## config.mk

```make
export PLATFORM = sky130hd
export DESIGN_NAME = ram_stream_reader
export DESIGN_NICKNAME = d
export VERILOG_FILES = /design/src/rtl/ram_stream_pkg.sv /design/src/rtl/ram_stream_skid_fifo.sv /design/src/rtl/ram_stream_reader.sv
export SDC_FILE = /design/constraint.sdc
export NUM_CORES = 1
export LEC_CHECK = 0
export BUFFER_PORTS_ARGS = -buffer_cell sky130_fd_sc_hd__buf_2
export CAP_MARGIN = 20
export CORE_MARGIN = 1
export CORE_UTILIZATION = 57
export CTS_CLUSTER_SIZE = 28
export DETAILED_ROUTE_END_ITERATION = 12
export HOLD_SLACK_MARGIN = 0.03
export PLACE_DENSITY_LB_ADDON = 0.25
export SLEW_MARGIN = 40
export SYNTH_ARGS = -nofsm -noshare
export SYNTH_HDL_FRONTEND = slang
export SYNTH_SLANG_ARGS = --single-unit
```

## constraint.sdc

```tcl
create_clock -name clk_i -period 2.7 [get_ports clk_i]
set_input_delay 0.54 -clock clk_i [delete_from_list [all_inputs] [get_ports clk_i]]
set_output_delay 0.54 -clock clk_i [all_outputs]
set_load 0.02 [all_outputs]
```

## src/rtl/ram_stream_pkg.sv

```systemverilog
// Shared types and constants for the RAM stream reader.
//   rsr_state_e     : reader FSM states
//   RSR_FIFO_DEPTH  : return-buffer entries; this also sets the read-credit limit
//   rsr_ptr_inc     : FIFO pointer increment that wraps at RSR_FIFO_DEPTH
package ram_stream_pkg;

  typedef enum logic [1:0] {IDLE, RUN, DRAIN} rsr_state_e;

  localparam int RSR_FIFO_DEPTH = 3;

  function automatic logic [1:0] rsr_ptr_inc(input logic [1:0] p);
    return (p == 2'(RSR_FIFO_DEPTH - 1)) ? 2'd0 : p + 2'd1;
  endfunction

endpackage

```

## src/rtl/ram_stream_skid_fifo.sv

```systemverilog
// 3-entry return buffer that sits between the RAM read port and the stream output.
// A push and a pop may occur in the same cycle.
// Ports:
//   clk_i, reset_i : clock, async active-high reset
//   push_i, data_i : write one word; the caller never pushes when the buffer is full
//   pop_i          : drop the head word; the caller pops only when the buffer is non-empty
//   head_o         : word at the head of the buffer
//   count_o        : number of occupied entries, 0..3
module ram_stream_skid_fifo
  import ram_stream_pkg::*;
#(
  parameter int width_p = 8
) (
  input  logic               clk_i,
  input  logic               reset_i,
  input  logic               push_i,
  input  logic [width_p-1:0] data_i,
  input  logic               pop_i,
  output logic [width_p-1:0] head_o,
  output logic [1:0]         count_o
);

  logic [width_p-1:0] mem_q [RSR_FIFO_DEPTH];
  logic [1:0]         wr_ptr_q, rd_ptr_q, count_q;

  always_ff @(posedge clk_i or posedge reset_i) begin
    if (reset_i) begin
      for (int i = 0; i < RSR_FIFO_DEPTH; i++) mem_q[i] <= '0;
      wr_ptr_q <= '0;
      rd_ptr_q <= '0;
      count_q  <= '0;
    end else begin
      if (push_i) begin
        mem_q[wr_ptr_q] <= data_i;
        wr_ptr_q        <= rsr_ptr_inc(wr_ptr_q);
      end
      if (pop_i) rd_ptr_q <= rsr_ptr_inc(rd_ptr_q);
      // When a push and a pop occur together, the count does not change.
      case ({push_i, pop_i})
        2'b10:   count_q <= count_q + 2'd1;
        2'b01:   count_q <= count_q - 2'd1;
        default: count_q <= count_q;
      endcase
    end
  end

  assign head_o  = mem_q[rd_ptr_q];
  assign count_o = count_q;

endmodule

```

## src/rtl/ram_stream_reader.sv

```systemverilog
// Read-side master for a 1-cycle-latency synchronous RAM. On start_i it reads
// len_i consecutive words from base_addr_i, wrapping at depth_p, and presents
// them in order on a valid/ready stream.
// Ports:
//   clk_i, reset_i         : clock, async active-high reset
//   start_i, base_addr_i,
//   len_i                  : burst request; sampled only while idle
//   busy_o                 : high while a burst is in progress, including the drain phase
//   done_o                 : 1-cycle pulse after the last word transfers, or after a zero-length start
//   ram_rd_addr_o          : RAM read address
//   ram_rd_data_i          : RAM read data, valid 1 cycle after the address
//   data_o, valid_o,
//   ready_i, last_o        : output stream
module ram_stream_reader
  import ram_stream_pkg::*;
#(
  parameter int width_p = 8,
  parameter int depth_p = 128,
  localparam int aw = $clog2(depth_p)
) (
  input  logic               clk_i,
  input  logic               reset_i,
  input  logic               start_i,
  input  logic [aw-1:0]      base_addr_i,
  input  logic [aw:0]        len_i,
  output logic               busy_o,
  output logic               done_o,
  output logic [aw-1:0]      ram_rd_addr_o,
  input  logic [width_p-1:0] ram_rd_data_i,
  output logic [width_p-1:0] data_o,
  output logic               valid_o,
  input  logic               ready_i,
  output logic               last_o
);

  localparam logic [aw-1:0] ADDR_MAX = aw'(depth_p - 1);

  rsr_state_e    state_q;
  logic [aw-1:0] addr_q, addr_d;
  logic [aw:0]   issue_left_q, out_left_q;
  logic          pend_q, done_q;
  logic [1:0]    fifo_count;
  logic          issue, xfer, credit_ok;

  // Reads already in flight count against the buffer space. This keeps the
  // 3-entry buffer from overflowing, and issue depends only on registered
  // state, so there is no combinational path from ready_i to the RAM address.
  assign credit_ok = ({1'b0, fifo_count} + {2'b0, pend_q}) < 3'(RSR_FIFO_DEPTH);
  assign issue     = (state_q == RUN) && (issue_left_q != '0) && credit_ok;
  assign addr_d    = (addr_q == ADDR_MAX) ? '0 : addr_q + 1'b1;

  assign valid_o = (fifo_count != 2'd0);
  assign xfer    = valid_o & ready_i;
  assign last_o  = valid_o && (out_left_q == (aw+1)'(1));

  always_ff @(posedge clk_i or posedge reset_i) begin
    if (reset_i) begin
      state_q      <= IDLE;
      addr_q       <= '0;
      issue_left_q <= '0;
      out_left_q   <= '0;
      pend_q       <= 1'b0;
      done_q       <= 1'b0;
    end else begin
      done_q <= 1'b0;
      pend_q <= issue;
      if (xfer) out_left_q <= out_left_q - 1'b1;
      case (state_q)
        IDLE: begin
          if (start_i) begin
            if (len_i != '0) begin
              state_q      <= RUN;
              addr_q       <= base_addr_i;
              issue_left_q <= len_i;
              out_left_q   <= len_i;
            end else begin
              done_q <= 1'b1;
            end
          end
        end
        RUN: begin
          if (issue) begin
            addr_q       <= addr_d;
            issue_left_q <= issue_left_q - 1'b1;
            // Leave RUN as the final read issues.
            if (issue_left_q == (aw+1)'(1)) state_q <= DRAIN;
          end else if (issue_left_q == '0) begin
            state_q <= DRAIN;
          end
        end
        DRAIN: begin
          if (xfer && last_o) begin
            state_q <= IDLE;
            done_q  <= 1'b1;
          end
        end
        default: state_q <= IDLE;
      endcase
    end
  end

  ram_stream_skid_fifo #(.width_p(width_p)) u_fifo (
    .clk_i   (clk_i),
    .reset_i (reset_i),
    .push_i  (pend_q),
    .data_i  (ram_rd_data_i),
    .pop_i   (xfer),
    .head_o  (data_o),
    .count_o (fifo_count)
  );

  assign busy_o        = (state_q != IDLE);
  assign done_o        = done_q;
  assign ram_rd_addr_o = addr_q;

endmodule
```

==> results of run 1 <==
[registers in the layout, summed over array words and instances (netlist names)]
name	count
done_o	1
issue_left_q	8
u_fifo.wr_ptr_q	2
u_fifo.count_o	2
state_q	2
pend_q	1
u_fifo.mem_q	24
ram_rd_addr_o	7
out_left_q	8
u_fifo.rd_ptr_q	2
[critical path: stages (launching register included)]
cell	delay [ps]
dfrtp_1	550
nor2b_1	420
buf_4	220
nand2_1	60
o21ai_0	60
buf_2	180
[layer usage]
layer | global-route usage [%] | vias to the layer above | routed length (um)
met2 | 39.0 | 76 | 3040
met4 | 14.0 | 0 | 136
met1 | 35.5 | 1157 | 2950
met5 | 0 | - | 0
met3 | 6.50 | 14 | 318
li1 | - | 1126 | -
[where the power goes]
| group | total, mW | internal (mW) | switching [mW] |
|---|---|---|---|
| registers | 1.65 | 1.28 | 0.371 |
| clock network | 1.03 | 0.688 | 0.342 |
| logic | 2.11 | 0.956 | 1.15 |
| total | 4.79 | 2.93 | 1.87 |
[layout make-up]
class,count,area [sq um]
Clock buffer,12,165
Clock inverter,4,97.6
Fill cell,367,1320
Inverter,10,37.5
Multi-Input combinational cell,202,1460
Sequential cell,57,1430
Tap cell,67,83.8
Timing Repair Buffer,53,285
[Yosys cell counts, types with 2 or more instances]
| cell type | number |
|---|---|
| dfrtp_1 | 57 |
| mux2_2 | 26 |
| nand2_1 | 26 |
| o21ai_0 | 24 |
| a21oi_1 | 14 |
| nor3_1 | 12 |
| o2bb2ai_1 | 11 |
| inv_1 | 10 |
| ha_1 | 9 |
| mux2i_1 | 9 |
| clkbuf_1 | 8 |
| xnor2_1 | 8 |
| nor2_1 | 7 |
| o22ai_1 | 7 |
| nor4_1 | 5 |
| or2_2 | 4 |
| nand2b_1 | 3 |
| nand3_1 | 3 |
| or4_1 | 3 |
| a21o_1 | 2 |
| a22oi_1 | 2 |
| buf_4 | 2 |
| nor2b_1 | 2 |
| nor3b_1 | 2 |
| o21ai_1 | 2 |
| or3_1 | 2 |
| xor2_1 | 2 |
[metrics by stage]
stage / hold WS (ps) / cells / setup WS, ps
finish: 386 / 405 / 325
global placement: 479 / 389 / 488
global route: 448 / 405 / 152
detailed placement: 475 / 389 / 441
floorplan: 457 / 281 / 756
CTS: 401 / 405 / 310
[worst paths after layout]
| path | from | to | slack (ps) |
|---|---|---|---|
| worst max-delay path | u_fifo.rd_ptr_q[0] | data_o[5] | 330 |
| worst min-delay path | reset_i | u_fifo.mem_q[1] | 390 |
| worst max register to register | issue_left_q[0] | issue_left_q[1] | 580 |
| worst min register to register | issue_left_q[6] | issue_left_q[6] | 490 |
| max in group asynchronous | reset_i | issue_left_q[5] | 1840 |
| min in group clk_i | ram_rd_data_i[3] | u_fifo.mem_q[3] | 450 |
[cell families (layout without fill, tap and decap cells)]
kind of cell,Yosys count,count (layout),synth area share [%]
xor+xnor,10,10,2.93
fa+ha+maj,9,9,3.77
mux,35,35,12.8
buf+inv,22,79,3.27
flops,57,57,47.8
simple gates,79,79,14.7
compound gates,69,69,14.7
==> results.toml, run 1 <==
[placed_design]
placement.io_buffers = 45
hpwl_um = 4300
dpl_cell_area_sq_um = 3290
place.gp.congestion = 0.868

[cells_and_area]
layout_commonest_cell = "dfrtp_1"
stdcell_area_sq_um = 3560
postLayoutCoreUtil_pct = 72.9
n_antenna_cell = 0
fin_nets = 369
final_cell_mix = "57 x dfrtp_1, 45 x buf_2, 26 x mux2_2, 26 x nand2_1, 24 x o21ai_0"
drive_above_1_share_pct = 32.8
syn_to_final_growth_pct = 19.2

[sta]
setup_viol = 0
fin_crit_sh_pct = 88.0
period_needed_ps = 2370
setup_tns_ps = 0
slew_violations = 0
worst_slew_margin_rel_pct = 45.5
hold_viol = 0
worst_pin_slew_ps = 812
fmax_mhz = 421
rsz0062_at_grt = "no"
skew_ps = 4.77

[clock_tree]
clock_path_buffers = 2
tritoncts = "done"
cts_root_buf = "clkbuf_8"
ctsHoldBuffers = 0
clkTransAtPathRegs_ps = 60
clock_sinks = 57
cts_setup_buffers = 0
cts_resized = 0
worstSkewPairLatency_ps = 340
cts_buffers = 9
htree_num_levels = 3

[yosys]
synth_flop_cell = "dfrtp_1"
ys_ff_latch = 57
synth_top_cell_area_share_pct = 47.8
syn_area_sq_um = 2990
avgSynthCellArea_sq_um = 10.6
synth_area_leader_cell = "dfrtp_1"
synth-edff-count = 0
synth_seq_area_share_pct = 47.8
yosysUniqueCellTypes = 46
synth_area_leaders = "dfrtp_1 48%, mux2_2 9.8%, o21ai_0 4.0%, ha_1 3.8%, nand2_1 3.3%"
yosys_warnings = 0
syn-num-nets = 317
netlist_instances = 281
synthArstFlopShare_pct = 100

[min_path]
min_path_type = "in -> async"

[global_routing]
antenna_found_initial = 0
grt_pass1_vias = 2269
grtUsageTotal_pct = 26.3
grt_start_max_net_pins = 58
grt_pass1_wl_um = 10700
grt-ovfl-total = 0

[critical_path]
start_kind = "flop"
required_ps = 2160
critical_path_class = "reg -> out"
worstPathMaxFanout = 11
arrival_ps = 1830
end_kind = "output pin"
worstRegToRegCells = 7

[routing]
route.vias.total = 2373
routedWlPerCell_um = 15.9
viasPerCell = 5.86
routed_wl_um = 6450
drc = 0
drtAntennaViolNets = 0
drt_pass1_iterations = 5
drtIter0Drc = 133

[outcome]
status = "complete, no violations"

[die]
io_pins = 46
die_w_um = 74.4
rows = 25
chipHeight_um = 74.4
start_util_pct = 61.2
design.die.area_sq_um = 5530
core-area_sq_um = 4880

[power]
power.total_mw = 4.79
leakagePower_nw = 1.57
peakVddDrop_v = 0.000819
powerDensity_nw_per_um2 = 1350

[job]
cap_violations = 0
No activity file was read; power rests on OpenSTA's default activity.
==> inputs of run 2 (changes only) <==
--- a/config.mk
+++ b/config.mk
@@ -5,6 +5,7 @@
 export SDC_FILE = /design/constraint.sdc
 export NUM_CORES = 1
 export LEC_CHECK = 0
+export ABC_AREA = 1
 export BUFFER_PORTS_ARGS = -buffer_cell sky130_fd_sc_hd__buf_2
 export CAP_MARGIN = 20
 export CORE_MARGIN = 1
==> results.toml, run 2 <==
[yosys]
ys_ff_latch = 57
syn_area_sq_um = 3170
synth_flop_cell = "dfrtp_1"
avgSynthCellArea_sq_um = 7.65
synth.most_common_cell = "nand2_1"
synth_area_leaders = "dfrtp_1 45%, nand2_1 16%, o21ai_0 6.8%, nand3_1 5.5%, inv_1 5.2%"
yosysUniqueCellTypes = 28
synth-edff-count = 0
synth_top_cell_area_share_pct = 45.0
synthArstFlopShare_pct = 100
yosys_warnings = 0
synth_seq_area_share_pct = 45.0
syn-num-nets = 451
synth_area_leader_cell = "dfrtp_1"
yosys-top-cells-count = "135 x nand2_1, 57 x dfrtp_1, 44 x inv_1"
netlist_instances = 415

[global_routing]
grt_pass1_vias = 2761
grt-ovfl-total = 0
antenna_found_initial = 0
grtUsageTotal_pct = 26.9
grt_pass1_wl_um = 12400
grt_start_max_net_pins = 34

[routing]
routed_wl_um = 7050
drtIter0Drc = 251
drc = 0
routedWlPerCell_um = 13.1
drtAntennaViolNets = 0
drt_pass1_iterations = 5
viasPerCell = 5.21
route.vias.total = 2815

[placed_design]
dpl_cell_area_sq_um = 3460
place.gp.congestion = 0.887
dp_cells = 524
placement.io_buffers = 45
hpwl_um = 5020
pre_cts_ws_ps = 694

[sta]
skew_ps = 7.21
fmax_mhz = 443
layout_setup_ws_ps = 442
slew_violations = 0
rsz0062_at_grt = "no"
worst_slew_margin_rel_pct = 51.6
fin_crit_sh_pct = 83.6
setup_tns_ps = 0
hold_viol = 0
period_needed_ps = 2260
setup_viol = 0
worst_pin_slew_ps = 723

[clock_tree]
tritoncts = "done"
cts_buffers = 9
ctsHoldBuffers = 0
clkTransAtPathRegs_ps = 70
clock_path_buffers = 2
cts_setup_buffers = 0
cts_root_buf = "clkbuf_8"
htree_num_levels = 3
cts_resized = 0
worstSkewPairLatency_ps = 330
clock_sinks = 57

[die]
io_pins = 46
start_util_pct = 60.6
core-area_sq_um = 5240
design.die.area_sq_um = 5870
die_w_um = 76.6
rows = 26
chipHeight_um = 76.6

[cells_and_area]
drive_above_1_share_pct = 21.7
syn_to_final_growth_pct = 15.7
final_cell_mix = "135 x nand2_1, 57 x dfrtp_1, 45 x buf_2, 43 x inv_1, 43 x o21ai_0"
fin_nets = 501
layout_commonest_cell = "nand2_1"
fin_cells = 540
n_antenna_cell = 0
top_regs = "u_fifo.mem_q (24), issue_left_q (8), out_left_q (8)"
largest_register = "u_fifo.mem_q"
stdcell_area_sq_um = 3670
largest_reg_flops = 24

[critical_path]
critical_path_class = "reg -> out"
worstRegToRegCells = 8
end_kind = "output pin"
start_kind = "flop"
required_ps = 2160
arrival_ps = 1720
worstPathMaxFanout = 9

[min_path]
min_path_type = "in -> async"

[power]
powerDensity_nw_per_um2 = 1280
leakagePower_nw = 1.93
peakVddDrop_v = 0.000700

[outcome]
status = "complete, no violations"

[job]
cap_violations = 0
[run 2: cell count changes after synthesis, sizes merged, moves of 11 or more]
cell     before  now
nor2          8   26
o2bb2ai      11    0
o21ai        26   53
nand3         3   40
inv          10   51
mux2         26    0
nand2        26  146
[run 2: power by group]
group,switching (mW),internal (mW)
combinational,1.50,0.767
clock,0.357,0.452
sequential,0.339,1.28
total,2.19,2.50
[run 2: routing by layer]
metal	wire [um]	GRT usage, %	up-vias	share of wire, %
met4	118	11.0	0	1.7
met5	0	0	-	0
met3	318	4.31	14	4.5
met1	3160	34.4	1298	45
li1	-	-	1422	-
met2	3450	45.4	81	49
[run 2: layout make-up]
cell class / instances / area [sq um]
tap: 70 / 87.6
multi-input combinational: 299 / 1510
fill: 446 / 1570
clock inverter: 6 / 67.6
inverter: 51 / 191
timing repair buffer: 47 / 253
sequential: 57 / 1430
clock buffer: 10 / 138
[run 2: worst paths after layout]
path                               endpoint               start  slack, ps
min in group clk_i                   done_o          state_q[0]        460
max in group asynchronous     out_left_q[3]             reset_i       1870
max                               data_o[3]  u_fifo.rd_ptr_q[0]        440
min reg2reg                          done_o          state_q[0]        460
max reg2reg                ram_rd_addr_o[5]   u_fifo.count_o[0]        690
min                        ram_rd_addr_o[4]             reset_i        250
[run 2: worst max-delay path: stages, from the launching register on]
cell and delay [ps]:
dfrtp_1 400, nor2_1 580, nand2_1 120, nand3_1 130
buf_2 170
[run 2: cells by family (layout without fill, tap and decap cells)]
logic type               count (synthesis)  in the layout  share of synthesized area [%]
AO/OA/AOI/OAI                           59             59                           10.4
XOR/XNOR                                 7              7                           1.93
AND/OR/NAND/NOR                        224            224                           31.5
adder cells (fa/ha/maj)                  9              9                           3.55
buffers and inverters                   59            114                           7.57
flip-flops                              57             57                           45.0
[run 2: through the flow]
| stage | hold slack (ps) | util (%) | total power [mW] |
|---|---|---|---|
| CTS | 263 | 70.1 | 4.69 |
| floorplan | 420 | - | 3.31 |
| finish | 252 | 70.1 | 4.69 |
| global placement | 451 | 66.1 | 3.76 |
| global route | 286 | 70.1 | 5.11 |
| detailed placement | 453 | 66.1 | 3.87 |
